$ cat config.mk
export PLATFORM = sky130hd
export DESIGN_NAME = fetch_sequencer_flat
export DESIGN_NICKNAME = d
export VERILOG_FILES = /design/src/rtl/fetch_sequencer_if.sv /design/src/rtl/fetch_sequencer.sv /design/src/flat_wrapper.sv
export SDC_FILE = /design/constraint.sdc
export NUM_CORES = 1
export LEC_CHECK = 0
export ABC_CLOCK_PERIOD_IN_PS = 2760
export BUFFER_PORTS_ARGS = -buffer_cell sky130_fd_sc_hd__buf_4
export CAP_MARGIN = 40
export CORE_MARGIN = 3
export CORE_UTILIZATION = 35
export DETAILED_ROUTE_END_ITERATION = 12
export HOLD_SLACK_MARGIN = 0.15
export PLACE_DENSITY = 0.64
export REMOVE_ABC_BUFFERS = 1
export SYNTH_ARGS = -nofsm -noshare
export SYNTH_HDL_FRONTEND = slang
export SYNTH_SLANG_ARGS = --single-unit
$ cat constraint.sdc
create_clock -name clock -period 2.76 [get_ports clock]
set_input_delay 0.138 -clock clock [delete_from_list [all_inputs] [get_ports clock]]
set_output_delay 0.138 -clock clock [all_outputs]
set_load 0.005 [all_outputs]
$ cat src/rtl/fetch_sequencer_if.sv
// Instruction-memory request/acknowledge bus between the fetch sequencer and imem.
interface fetch_sequencer_if;
    logic        imem_req;
    logic [31:0] imem_addr;
    logic        imem_ack;
    logic [31:0] imem_data;

    modport master (output imem_req, output imem_addr, input imem_ack, input imem_data);
    modport slave  (input imem_req, input imem_addr, output imem_ack, output imem_data);
endinterface

$ cat src/rtl/fetch_sequencer.sv
// Fetch-stage controller: handshaked imem requests, stall hold buffer, branch flush/redirect.
module fetch_sequencer #(
    parameter logic [31:0] RESET_PC   = '0,
    parameter int unsigned IMEM_DEPTH = 128
) (
    input  logic              clock,
    input  logic              reset,
    input  logic              stall,
    input  logic              branch_flag,
    input  logic [31:0]       branch_target,
    fetch_sequencer_if.master imem,
    output logic [63:0]       IF_ID,
    output logic              if_id_valid,
    output logic [31:0]       fetch_count
);
    typedef enum logic [1:0] {IDLE, FETCH, HOLD, DROP} state_t;

    state_t      state_q, state_d;
    logic [31:0] pc_q, pc_d, pc_next;
    logic [31:0] hold_pc_q, hold_pc_d, hold_data_q, hold_data_d;
    logic [31:0] addr_d, count_d;
    logic [63:0] ifid_d;
    logic        req_d, valid_d;
    logic        ack, slot_free;

    assign ack       = imem.imem_ack && imem.imem_req;
    assign slot_free = !if_id_valid || !stall;
    assign pc_next   = (pc_q == 32'(IMEM_DEPTH - 1)) ? '0 : pc_q + 32'd1;

    always_comb begin
        state_d     = state_q;
        pc_d        = pc_q;
        req_d       = imem.imem_req;
        addr_d      = imem.imem_addr;
        ifid_d      = IF_ID;
        valid_d     = if_id_valid && stall;
        count_d     = fetch_count;
        hold_pc_d   = hold_pc_q;
        hold_data_d = hold_data_q;

        if (branch_flag) begin
            pc_d    = branch_target;
            valid_d = 1'b0;
            // An unanswered request must still complete, so it is kept on the bus and drained in DROP.
            if ((state_q == FETCH || state_q == DROP) && !ack) begin
                state_d = DROP;
            end else begin
                state_d = FETCH;
                req_d   = 1'b1;
                addr_d  = branch_target;
            end
        end else begin
            case (state_q)
                IDLE: begin
                    state_d = FETCH;
                    req_d   = 1'b1;
                    addr_d  = pc_q;
                end
                FETCH: begin
                    if (ack) begin
                        pc_d = pc_next;
                        if (slot_free) begin
                            ifid_d  = {imem.imem_addr, imem.imem_data};
                            valid_d = 1'b1;
                            count_d = fetch_count + 32'd1;
                            addr_d  = pc_next;
                        end else begin
                            hold_pc_d   = imem.imem_addr;
                            hold_data_d = imem.imem_data;
                            req_d       = 1'b0;
                            state_d     = HOLD;
                        end
                    end
                end
                HOLD: begin
                    if (slot_free) begin
                        ifid_d  = {hold_pc_q, hold_data_q};
                        valid_d = 1'b1;
                        count_d = fetch_count + 32'd1;
                        req_d   = 1'b1;
                        addr_d  = pc_q;
                        state_d = FETCH;
                    end
                end
                DROP: begin
                    if (ack) begin
                        addr_d  = pc_q;
                        state_d = FETCH;
                    end
                end
                default: state_d = IDLE;
            endcase
        end
    end

    always_ff @(posedge clock) begin
        if (!reset) begin
            state_q        <= IDLE;
            pc_q           <= RESET_PC;
            hold_pc_q      <= '0;
            hold_data_q    <= '0;
            imem.imem_req  <= 1'b0;
            imem.imem_addr <= RESET_PC;
            IF_ID          <= '0;
            if_id_valid    <= 1'b0;
            fetch_count    <= '0;
        end else begin
            state_q        <= state_d;
            pc_q           <= pc_d;
            hold_pc_q      <= hold_pc_d;
            hold_data_q    <= hold_data_d;
            imem.imem_req  <= req_d;
            imem.imem_addr <= addr_d;
            IF_ID          <= ifid_d;
            if_id_valid    <= valid_d;
            fetch_count    <= count_d;
        end
    end
endmodule

$ cat src/flat_wrapper.sv
// flat-port wrapper written by rule: the top's interface ports become plain ports
module fetch_sequencer_flat 
#(
    parameter logic [31:0] RESET_PC   = '0,
    parameter int unsigned IMEM_DEPTH = 128
)
  (clock, reset, stall, branch_flag, branch_target, IF_ID, if_id_valid, fetch_count, imem_imem_req, imem_imem_addr, imem_imem_ack, imem_imem_data);
  fetch_sequencer_if imem_i ();
  input  logic clock;
  input  logic reset;
  input  logic stall;
  input  logic branch_flag;
  input  logic [31:0] branch_target;
  output logic [63:0] IF_ID;
  output logic if_id_valid;
  output logic [31:0] fetch_count;
  output wire logic [$bits(imem_i.imem_req)-1:0] imem_imem_req;
  output wire logic [$bits(imem_i.imem_addr)-1:0] imem_imem_addr;
  input wire logic [$bits(imem_i.imem_ack)-1:0] imem_imem_ack;
  input wire logic [$bits(imem_i.imem_data)-1:0] imem_imem_data;
  assign imem_imem_req = imem_i.imem_req;
  assign imem_imem_addr = imem_i.imem_addr;
  assign imem_i.imem_ack = imem_imem_ack;
  assign imem_i.imem_data = imem_imem_data;
  fetch_sequencer #(.RESET_PC(RESET_PC), .IMEM_DEPTH(IMEM_DEPTH)) u_core (.clock(clock), .reset(reset), .stall(stall), .branch_flag(branch_flag), .branch_target(branch_target), .imem(imem_i), .IF_ID(IF_ID), .if_id_valid(if_id_valid), .fetch_count(fetch_count));
endmodule
==> results of run 1 <==
==> synth_stat cells (12+ instances only) <==
library cell,count
a211oi_1,65
a21oi_1,130
and3_1,19
buf_1,14
clkbuf_1,82
dfxtp_1,228
inv_1,16
mux2i_1,71
nand2_1,189
nand2b_1,12
nand3_1,33
nand4_1,30
nor2_1,109
nor3_1,22
nor4_1,15
o21a_1,12
o21ai_0,49
o31ai_1,17
or3_1,19
or4_1,15
xnor2_1,25
xor2_1,19
==> worst max-delay path, stage by stage, from the launching register on <==
cell and delay, ps:
dfxtp_1 370, ha_1 270, and3_2 300, nand4_1 140, nor3_1 70, buf_4 160
or4_1 500, a31oi_1 170, dlygate4sd3_1 570
==> through the flow <==
step	hold slack [ps]	instances	area (sq um)
4_1_cts	175	1946	14500
2_1_floorplan	216	1200	10300
3_5_place_dp	381	1816	12700
5_1_grt	213	1946	14500
3_3_place_gp	378	1815	12600
6_report	188	1946	14500
==> worst max path at each step <==
stage                              to  cells past startpoint              start
3_5_place_dp   u_core.fetch_count[28]                      7  u_core.state_q[1]
5_1_grt               u_core.pc_q[13]                      9  u_core.state_q[1]
3_3_place_gp   u_core.fetch_count[24]                      7  u_core.state_q[1]
4_1_cts        u_core.fetch_count[28]                      7  u_core.state_q[1]
2_1_floorplan         u_core.IF_ID[0]                      5  u_core.state_q[0]
6_report               u_core.pc_q[7]                      8     u_core.pc_q[0]
==> power groups by stage <==
stage	Combinational, mW	Clock (mW)	Sequential [mW]
2_1_floorplan	0.611	0	3.72
3_3_place_gp	1.18	0	3.75
3_5_place_dp	1.19	0	3.76
4_1_cts	1.29	4.24	3.69
5_1_grt	1.43	4.37	3.72
6_report	1.29	4.16	3.69
==> timing repair <==
action / 4_1_cts / 5_1_grt
hold endpoints to repair: 132 / 0
gates resized for setup: 0 / 4
endpoints found under the setup margin: 0 / 9
hold buffers: 78 / 0
==> cell families after synthesis <==
group / count (synthesis)
AND/OR/NAND/NOR: 503
AO/OA/AOI/OAI: 328
flip-flops: 228
buffers and inverters: 125
multiplexers: 75
XOR/XNOR: 44
adder cells (fa/ha/maj): 6
==> cell type report <==
cell class,instances,share of cell area (%)
Clock buffer,31,5.04
Multi-Input combinational cell,956,39.7
Inverter,16,0.448
Timing Repair Buffer,304,17.7
Clock inverter,21,2.28
Tap cell,390,3.36
Sequential cell,228,31.4
==> routing by layer <==
layer  vias up  routed length [microns]  track usage, %
met1      4761                    14200            24.3
li1       5146                        -               -
met2       270                    14200            29.4
met4         0                      848            5.24
met5         -                        0               0
met3        55                     1660            2.58
==> state kept, by name, indices dropped and copies added, names as in the netlist <==
register / count
u_core.IF_ID: 64
u_core.fetch_count: 32
u_core.hold_data_q: 32
u_core.hold_pc_q: 32
u_core.if_id_valid: 1
u_core.imem.imem_addr: 32
u_core.imem.imem_req: 1
u_core.pc_q: 32
u_core.state_q: 2
==> results by group, run 1 <==
Hold path
  • Min-delay src: stall
  • Hold endpoint: u_core.state_q[0]
  • Hold Path Class: input pin to flip-flop
  • Hold path cells: 5

Yosys
  • Netlist cell types: 63
  • Post-Synth Adder-Cell Area: 0.696%
  • Top post-synthesis cells by area: dfxtp_1, mux2i_1, nand2_1
  • Sequential area share after synthesis: 42.3%
  • Synth Flop Type: dfxtp_1
  • Share of the synthesized area in the top cell type: 42.3%
  • Post-Syn Area per Cell: 8.24 sq um
  • Xor and xnor area share after synthesis: 3.57%
  • Number of synthesized flops with an enable pin: 0
  • Async SR Flop Fraction: 0%
  • Post-synthesis mux area share: 7.01%
  • Post-synth top area cell: dfxtp_1
  • Synth Area in Compound Gates: 19.0%
  • FF+latch count, synth: 228
  • Simple-gate share of the synthesized area: 22.7%
  • Largest family of logic cells by synthesized area: simple AND/OR/NAND/NOR gates
  • Yosys warns: 0
  • Synth Instances: 1309
  • Mapped Area: 10800 sq um

Drt
  • Post-DRT Antenna Nets: 0
  • Average wire per standard cell: 15.9 microns
  • Routed vias/inst: 5.26
  • Routed WL: 31000 microns
  • Vias: 10232
  • Initial DRC count: 673
  • DRC viols: 0
  • Drt pass-1 iters: 5

Cells and area
  • P&R area growth vs syn: 34.7%
  • Storage element area: 4560 sq um
  • Number of diodes: 0
  • Most frequent cells in the layout: dfxtp_1, buf_4, nand2_1
  • Most common cell after layout, fill and taps aside: dfxtp_1
  • Filler cells: 2804
  • Final core occ: 48.4%
  • Layout cells sized above 1: 19.5%
  • Area of the multi-input gates: 5770 sq um
  • # nets final: 1609

STA
  • RSZ-0062 raised after global routing: false
  • Clk_skew: 13.5 ps
  • Worst Max-Slew Pin Slew: 668 ps
  • Setup tns final: 0 ps
  • Fmax achieved: 384 MHz
  • Max Transition Viols Final: 0
  • Final hold vios: 0
  • # setup viols final: 0
  • Min Tclk post-route: 2600 ps
  • Worst slew margin: 55.4%
  • Final Cycle Share: 94.3%
  • Final WS setup: 156 ps

Global routing
  • Overall routing resource usage: 17.8%
  • Vias in the first global route: 9614
  • Initial antenna violation count: 0
  • Largest net degree at the start of global routing: 125
  • GRT overflow: 0
  • First-pass GRT wire length: 50200 microns

Power and ir drop
  • Sw Ratio: 25.5%
  • Pint: 6.81 mW
  • Share of power burned in registers: 40.4%
  • PnR Total Power: 9.13 mW
  • Gate power share: 14.1%
  • Leakage: 5.30 nW
  • Worst vdd ir: 0.441 mV
  • Pwr dens: 629 nW/um^2
  • Clock power share: 45.5%
  • Switching power: 2.33 mW

Place
  • Dpl hpwl: 20400 microns
  • Pre-CTS WS: 81.9 ps
  • GP Congestion: 0.865
  • # port buffers: 198

Critical path
  • Flop2flop setup slack: 160 ps
  • FF-to-FF End: u_core.pc_q[7]
  • Worst-path maximum fanout: 7
  • Crit Path Class: flip-flop to flip-flop
  • Critical Path RT: 3230 ps
  • Arr. time, crit path: 3080 ps
  • Reg2reg path depth: 8
  • Startpoint types: flip-flop
  • Reg-to-reg startpoint: u_core.pc_q[0]
  • CP Capture Type: flip-flop

Job
  • Max_cap viols: 0

Clock tree
  • H-tree levels: 1
  • Root buf cell: clkbuf_16
  • Clk sinks: 228
  • Clock latency on the worst-skew pair: 540 ps
  • Post-CTS setup buffer count: 0
  • Clk pin slew, worst setup/hold paths: 60 ps
  • TritonCTS Buffers: 28
  • Max clock buf depth: 3
  • TritonCTS clock tree: done

Floorplan
  • Die Wd: 182 microns
  • Ports: 199
  • Core Area: 30000 sq um
  • Initial core utilization: 35.9%
  • Die Span Y: 182 microns
  • Num rows: 63
  • Die area: 33000 sq um

Run status
  • Status: completed
Note: power is estimated with default switching activity, not from simulation.
==> inputs of run 2 (changes only) <==
BUFFER_PORTS_ARGS = unset   (was -buffer_cell sky130_fd_sc_hd__buf_4)
DONT_BUFFER_PORTS = 1   (was unset)
PLACE_DENSITY = 0.59   (was 0.64)
==> results by group, run 2 (synthesized netlist as in run 1, its figures left out) <==
Run status
  • Status: completed

Clock tree
  • Clk pin slew, worst setup/hold paths: 60 ps
  • Root buf cell: clkbuf_16
  • Clk sinks: 228
  • Max clock buf depth: 3
  • TritonCTS clock tree: done
  • H-tree levels: 1
  • TritonCTS Buffers: 28
  • Clock latency on the worst-skew pair: 530 ps
  • Post-CTS setup buffer count: 0

STA
  • RSZ-0062 raised after global routing: false
  • Final WS setup: 127 ps
  • Fmax achieved: 380 MHz
  • Min Tclk post-route: 2630 ps
  • Final Cycle Share: 95.4%
  • Clk_skew: 14.3 ps
  • Max Transition Viols Final: 0
  • Worst slew margin: 47.7%
  • Final hold vios: 0
  • # setup viols final: 0
  • Worst Max-Slew Pin Slew: 784 ps

Power and ir drop
  • Clock power share: 45.0%
  • Pint: 6.30 mW
  • Worst vdd ir: 0.416 mV
  • Pwr dens: 656 nW/um^2
  • Share of power burned in registers: 43.8%
  • Sw Ratio: 26.2%
  • Leakage: 4.25 nW
  • Gate power share: 11.2%
  • Switching power: 2.23 mW

Floorplan
  • Die area: 33000 sq um
  • Die Span Y: 182 microns
  • Die Wd: 182 microns
  • Num rows: 63
  • Initial core utilization: 35.9%
  • Ports: 199
  • Core Area: 30000 sq um

Critical path
  • Crit Path Class: flip-flop to flip-flop
  • Startpoint types: flip-flop
  • CP Capture Type: flip-flop
  • Critical Path RT: 3180 ps
  • Worst-path maximum fanout: 10
  • Arr. time, crit path: 3060 ps

Cells and area
  • Layout cells sized above 1: 7.58%
  • Most common cell after layout, fill and taps aside: dfxtp_1
  • P&R area growth vs syn: 20.5%
  • Max reg flops: 64
  • # nets final: 1413
  • Fin cells: 1751
  • Most frequent cells in the layout: dfxtp_1, nand2_1, a21oi_1
  • Filler cells: 3015
  • Largest Register: u_core.IF_ID

Drt
  • Vias: 9495
  • Initial DRC count: 632
  • Average wire per standard cell: 17.6 microns
  • Routed WL: 30900 microns
  • Routed vias/inst: 5.42
  • Drt pass-1 iters: 7
  • Post-DRT Antenna Nets: 0
  • DRC viols: 0

Global routing
  • First-pass GRT wire length: 49500 microns
  • Overall routing resource usage: 17.9%
  • Initial antenna violation count: 1
  • Vias in the first global route: 8988
  • Largest net degree at the start of global routing: 95
  • GRT overflow: 0

Place
  • Dpl hpwl: 20000 microns
  • GP Congestion: 0.844
  • Post-Place Cells: 1619
  • Pre-CTS WS: 127 ps
  • # port buffers: 0

Job
  • Max_cap viols: 0

Hold path
  • Hold Path Class: input pin to flip-flop
-- run 2: changes by cell type in the layout (fill, tap and decap cells not counted), sizes merged --
cell	change
buf	-195
bufinv	-4
clkbuf	+5
clkinv	-2
clkinvlp	+1
diode	+2
dlygate4sd3	-1
inv	-1
-- run 2: cell type report --
cell class / count / area (sq um) / share of cell area [%]
clock inverter: 15 / 190 / 1.46
antenna: 2 / 5.00 / 0.0385
inverter: 16 / 65.1 / 0.500
sequential: 228 / 4560 / 35.1
multi-input combinational: 956 / 5770 / 44.3
tap: 390 / 488 / 3.75
clock buffer: 36 / 792 / 6.09
timing repair buffer: 108 / 1130 / 8.70
-- run 2: what timing repair did --
item                                   in CTS  in global routing
hold buffers                               79                  0
gates resized for setup                     0                  1
setup endpoints to repair                   0                  7
endpoints found under the hold margin     184                  0
-- run 2: worst max-delay path, cell delays in order (launching register included) --
cell and delay [ps]:
dfxtp_1 310, buf_4 160, nor4_1 390, nand4_1 190
nor3_1 510, buf_4 240, o31ai_1 70, o211a_1 110
dlygate4sd3_1 540
-- run 2: worst paths after layout --
path,cells after the start,start,slack (ps),end
setup / recovery,8,u_core.pc_q[7],130,u_core.pc_q[1]
setup reg to reg,8,u_core.pc_q[7],130,u_core.pc_q[1]
hold / removal,4,imem_imem_ack,190,u_core.fetch_count[0]
hold reg to reg,2,u_core.hold_data_q[12],450,u_core.hold_data_q[12]
-- run 2: power groups by stage --
stage	combinational, mW	sequential, mW	clock, mW
finish	0.956	3.74	3.84
detailed placement	0.807	3.82	0
CTS	0.958	3.74	3.97
global placement	0.796	3.81	0
floorplan	0.611	3.72	0
global route	1.08	3.77	4.09
-- run 2: per-layer routing --
layer / share of wire, % / wire length (microns) / GRT usage [%]
met1: 46 / 14300 / 24.0
met2: 46 / 14100 / 29.4
met3: 5.8 / 1780 / 3.57
met4: 2.4 / 744 / 5.09
met5: 0 / 0 / 0
-- run 2: per-stage QoR --
stage | power [mW] | hold slack, ps | area, sq um | utilization, % | TNS [ps]
final | 8.53 | 188 | 13000 | 43.3 | 0
after global routing | 8.94 | 196 | 13000 | 43.3 | 0
after CTS | 8.67 | 154 | 13000 | 43.3 | 0
after detailed placement | 4.62 | 250 | 11200 | 37.2 | 0
after global placement | 4.61 | 251 | 11200 | 37.2 | 0
after floorplan | 4.34 | 216 | 10300 | - | -226790
